--- config.mk ---
export PLATFORM = sky130hd
export DESIGN_NAME = parking_gate_ctrl
export DESIGN_NICKNAME = d
export VERILOG_FILES = /design/src/rtl/parking_gate_ctrl.sv
export SDC_FILE = /design/constraint.sdc
export NUM_CORES = 1
export LEC_CHECK = 0
export BUFFER_PORTS_ARGS = -buffer_cell sky130_fd_sc_hd__buf_2
export CAP_MARGIN = 20
export CELL_PAD_IN_SITES_DETAIL_PLACEMENT = 2
export CELL_PAD_IN_SITES_GLOBAL_PLACEMENT = 2
export CORE_MARGIN = 2
export CORE_UTILIZATION = 33
export DETAILED_ROUTE_END_ITERATION = 8
export PLACE_DENSITY = 0.75
export SYNTH_ARGS = -nofsm -noshare
export SYNTH_HDL_FRONTEND = slang
export SYNTH_SLANG_ARGS = --single-unit
--- constraint.sdc ---
create_clock -name clk -period 2.4 [get_ports clk]
set_input_delay 0.6 -clock clk [delete_from_list [all_inputs] [get_ports clk]]
set_output_delay 0.6 -clock clk [all_outputs]
set_load 0.01 [all_outputs]
--- src/rtl/parking_gate_ctrl.sv ---
// Entry-gate sequencer and 4-spot allocator: keeps the occupancy register,
// assigns the lowest free spot, runs the gate through open/pass/close with a timeout.
module parking_gate_ctrl #(
    parameter int unsigned GATE_TIMEOUT = 16
) (
    input  logic       clk,
    input  logic       rst_n,
    input  logic       entry_req,
    input  logic       car_passed,
    input  logic       exit_valid,
    input  logic [1:0] exit_spot,
    output logic       gate_open,
    output logic [2:0] assigned_spot,
    output logic [3:0] occupancy,
    output logic [2:0] free_count,
    output logic       full,
    output logic       denied,
    output logic       exit_err,
    output logic       timeout
);

    typedef enum logic [1:0] {
        IDLE  = 2'd0,
        OPEN  = 2'd1,
        CLOSE = 2'd2
    } state_t;

    state_t     state;
    logic [7:0] timer;
    logic [1:0] alloc_idx;
    logic       exit_hit;
    logic       pass_set;
    logic [3:0] occ_nxt;

    assign full   = &occupancy;
    assign denied = (state == IDLE) && entry_req && full;

    always_comb begin
        free_count = '0;
        for (int unsigned i = 0; i < 4; i++) begin
            free_count = free_count + {2'b00, ~occupancy[i]};
        end
    end

    // Scan from the top so the lowest free index wins.
    always_comb begin
        alloc_idx = '0;
        for (int unsigned i = 4; i > 0; i--) begin
            if (!occupancy[i-1]) begin
                alloc_idx = 2'(i - 1);
            end
        end
    end

    // Exit clear and pass set share one update; an exit of the spot being
    // assigned sees a 0 bit, so it is rejected and the pass still sets it.
    always_comb begin
        exit_hit = exit_valid && occupancy[exit_spot];
        pass_set = (state == OPEN) && car_passed;
        occ_nxt  = occupancy;
        if (exit_hit) begin
            occ_nxt[exit_spot] = 1'b0;
        end
        if (pass_set) begin
            occ_nxt[assigned_spot[1:0]] = 1'b1;
        end
    end

    always_ff @(posedge clk or negedge rst_n) begin
        if (!rst_n) begin
            state         <= IDLE;
            timer         <= '0;
            gate_open     <= 1'b0;
            assigned_spot <= '1;
            occupancy     <= '0;
            exit_err      <= 1'b0;
            timeout       <= 1'b0;
        end else begin
            occupancy <= occ_nxt;
            exit_err  <= exit_valid && !occupancy[exit_spot];
            timeout   <= 1'b0;
            case (state)
                IDLE: begin
                    if (entry_req && !full) begin
                        state         <= OPEN;
                        assigned_spot <= {1'b0, alloc_idx};
                        timer         <= '0;
                        gate_open     <= 1'b1;
                    end
                end
                OPEN: begin
                    if (car_passed) begin
                        gate_open <= 1'b0;
                        state     <= CLOSE;
                    end else if (timer == 8'(GATE_TIMEOUT - 1)) begin
                        gate_open <= 1'b0;
                        timeout   <= 1'b1;
                        state     <= CLOSE;
                    end else begin
                        timer <= timer + 8'd1;
                    end
                end
                CLOSE: begin
                    if (!entry_req) begin
                        assigned_spot <= '1;
                        state         <= IDLE;
                    end
                end
                default: begin
                    state     <= IDLE;
                    gate_open <= 1'b0;
                end
            endcase
        end
    end

endmodule

==> out/results.tsv <==
stage	metric	value	unit
drt	Routed Antenna Nets	0	
sta	final period utilization	101	%
placed_design	IO buf count	21	
cells_and_area	antenna cells	0	
run_status	outcome	complete, but fails checks	
setup_path	worst reg-to-reg path cell count	6	
sta	f_max	0.413	GHz
cells_and_area	final design utilization	41.9	%
cells_and_area	fillers	362	
power	pwr dens	1280	nW/µm²
setup_path	Required @ worst endpoint	1.80	ns
clocking	Worst-Skew Late Latency	0.31	ns
grt	vias in the first global route	1009	
logic_synthesis	register area share after synthesis	45.2	%
floorplanning	DIE HEIGHT	62.2	µm
sta	worst relative slew slack	69.1	%
logic_synthesis	syn nets	120	
clocking	CTS tree	done	
floorplanning	Ports	22	
sta	Worst Max-Slew Pin Slew	0.464	ns
setup_path	endpoint class of the critical path	primary output	
setup_path	Worst Path Max Fanout	2	
floorplanning	die area	3860	µm²
logic_synthesis	synth cell count leaders	dfrtp_1, inv_1, nand3_1	
grt	number of antenna violations at the first check in global routing	0	
sta	Setup Skew	0.0141	ns
placed_design	pre-CTS setup slack	0.176	ns
floorplanning	Initial Util	34.0	%
placed_design	hpwl dp	2.16	mm
cells_and_area	share of layout cells above drive strength 1	35.8	%
grt	largest net degree at the start of global routing	21	
sta	Final Hold Vio Count	0	
logic_synthesis	Ys Warns	0	
cells_and_area	synthesis-to-layout area growth	23.3	%
placed_design	Placer Congestion	0.821	
drt	vias per inst	5.22	
clocking	# hold bufs at CTS	0	
job	MaxCap Viol Count	0	
floorplanning	Rows	21	
clocking	CTS Buffer Depth	2	
drt	Initial DRC Count	15	
setup_path	CP startpoint	occupancy[1]	
logic_synthesis	library cells used by synthesis	37	
drt	via count	940	
clocking	Clk Tree Root Cell	clkbuf_4	
drt	Pre-Repair DR Iteration Count	4	
floorplanning	area of the core	3280	µm²
power	leak pwr	0.644	nW
clocking	Clock Pin Slew Worst Setup and Hold Paths	0.13	ns
sta	RSZ-0062 raised after global routing	yes	
clocking	CTS Buf Count	3	
logic_synthesis	number of enable flip-flop cells after synthesis	0	
sta	Tmin final	2.42	ns
logic_synthesis	Gate Count Post-Synth	108	
setup_path	CP Class	register to primary output	
sta	setup ws final	-0.0230	ns
logic_synthesis	#FFs+latches synth	20	
setup_path	Startpoint Class	register	
logic_synthesis	Synth top area share	38.1	%
drt	drt wl/cell	16.5	µm
logic_synthesis	mapped cell area	1120	µm²
floorplanning	die width	62.2	µm
logic_synthesis	Synth area leaders	dfrtp_1, dfstp_2, ha_1	
setup_path	FF-to-FF Start	occupancy[0]	
clocking	H-Tree Depth	1	
logic_synthesis	Top FF cell, synth	dfrtp_1	
logic_synthesis	syn avg cell area	10.3	µm²
cells_and_area	# nets final	147	
grt	first-pass GRT wire length	5.00	mm
sta	Slew Limit Fails	0	
hold_path	min-delay worst type	input port to async pin	
drt	DRC errors left	0	
sta	final setup vio count	1	
setup_path	WP data arrival	1.82	ns
run_status	failing checks	setup timing	
power	maximum vdd drop	0.419	mV
drt	final WL	2.97	mm
logic_synthesis	count leader, synth	dfrtp_1	
logic_synthesis	area leader, netlist	dfrtp_1	
grt	Remaining Overflow, GRT	0	
logic_synthesis	asr flop ratio synth	100	%
clocking	clk sink count	20	
grt	GRT Util Overall	16.0	%
## cells in the final DEF, fill, tap and decap left out, types with 3 or more instances in the layout
cell type / instances
dfrtp_2: 3
buf_4: 3
o22ai_1: 4
dfstp_2: 3
nand2b_1: 3
nor2_1: 7
buf_2: 19
dfrtp_1: 14
a21oi_1: 5
nand3_1: 9
nand2_1: 8
clkbuf_4: 3
o21ai_0: 5
inv_1: 8
and3_1: 3
## final timing paths
check / slack [ns] / endpoint
min reg2reg: 0.51 / assigned_spot[2]
min: 0.22 / timer[4]
max in group asynchronous: 1.82 / assigned_spot[2]
max reg2reg: 0.65 / timer[1]
max: -0.02 / free_count[1]
min in group clk: 0.51 / assigned_spot[2]
## critical path, cell delays in order, from the launching register on
cell and delay (ns):
dfrtp_2 0.44, fa_1 0.55, inv_2 0.05, ha_4 0.15, ha_4 0.23, buf_6 0.11
## final cells by class
cell class | count | area, µm² | area share [%]
Clock inverter | 1 | 30.0 | 2.18
Clock buffer | 3 | 22.5 | 1.64
Tap cell | 46 | 57.6 | 4.18
Sequential cell | 20 | 508 | 36.9
Inverter | 9 | 33.8 | 2.45
Multi-Input combinational cell | 77 | 584 | 42.5
Timing Repair Buffer | 24 | 140 | 10.2
## flip-flops by register name, summed over array words and instances, names as in the netlist
name / cells
timer: 8
occupancy: 4
assigned_spot: 3
state: 2
exit_err: 1
gate_open: 1
timeout: 1
## power breakdown
group / internal [mW] / total [mW] / switching, mW / leakage, nW
Combinational: 0.446 / 0.893 / 0.447 / 0.364
Sequential: 0.453 / 0.585 / 0.132 / 0.252
Clock: 0.169 / 0.279 / 0.110 / 0.0279
## cells by family (layout without fill, tap and decap cells)
| logic type | after synthesis | in the layout | share of synthesized area [%] |
|---|---|---|---|
| AO/OA/AOI/OAI | 25 | 25 | 15.1 |
| XOR/XNOR | 2 | 2 | 1.57 |
| adder cells (fa/ha/maj) | 5 | 5 | 6.28 |
| buffers and inverters | 11 | 37 | 4.71 |
| flip-flops | 20 | 20 | 45.2 |
| multiplexers | 3 | 3 | 3.81 |
| AND/OR/NAND/NOR | 42 | 42 | 23.3 |
## per-layer routing
layer / wire [µm] / vias to the layer above / global-route usage, % / share of wire [%]
met5: 0 / - / 0 / 0
met4: 38 / 0 / 5.00 / 1.3
met3: 98 / 4 / 3.26 / 3.3
met2: 1460 / 17 / 27.2 / 49
met1: 1380 / 471 / 20.4 / 46
li1: - / 448 / - / -
## stage by stage
stage | area, µm² | cells | hold slack (ns) | setup TNS (ns) | total power [mW]
finish | 1380 | 180 | 0.222 | -0.0230 | 1.76
global route | 1380 | 180 | 0.235 | -0.0897 | 1.90
CTS | 1370 | 180 | 0.236 | -0.0416 | 1.74
detailed placement | 1270 | 174 | 0.501 | 0 | 1.28
global placement | 1270 | 174 | 0.491 | 0 | 1.24
floorplan | 1120 | 108 | 0.304 | 0 | 1.03
## what timing repair did
item | CTS | global route
resized for setup | 7 | 2
setup endpoints to repair | 2 | 2
pin swaps | 2 | 0
gates cloned | 0 | 0
buffers inserted | 2 | 0
(Power assumes the default switching activity.)
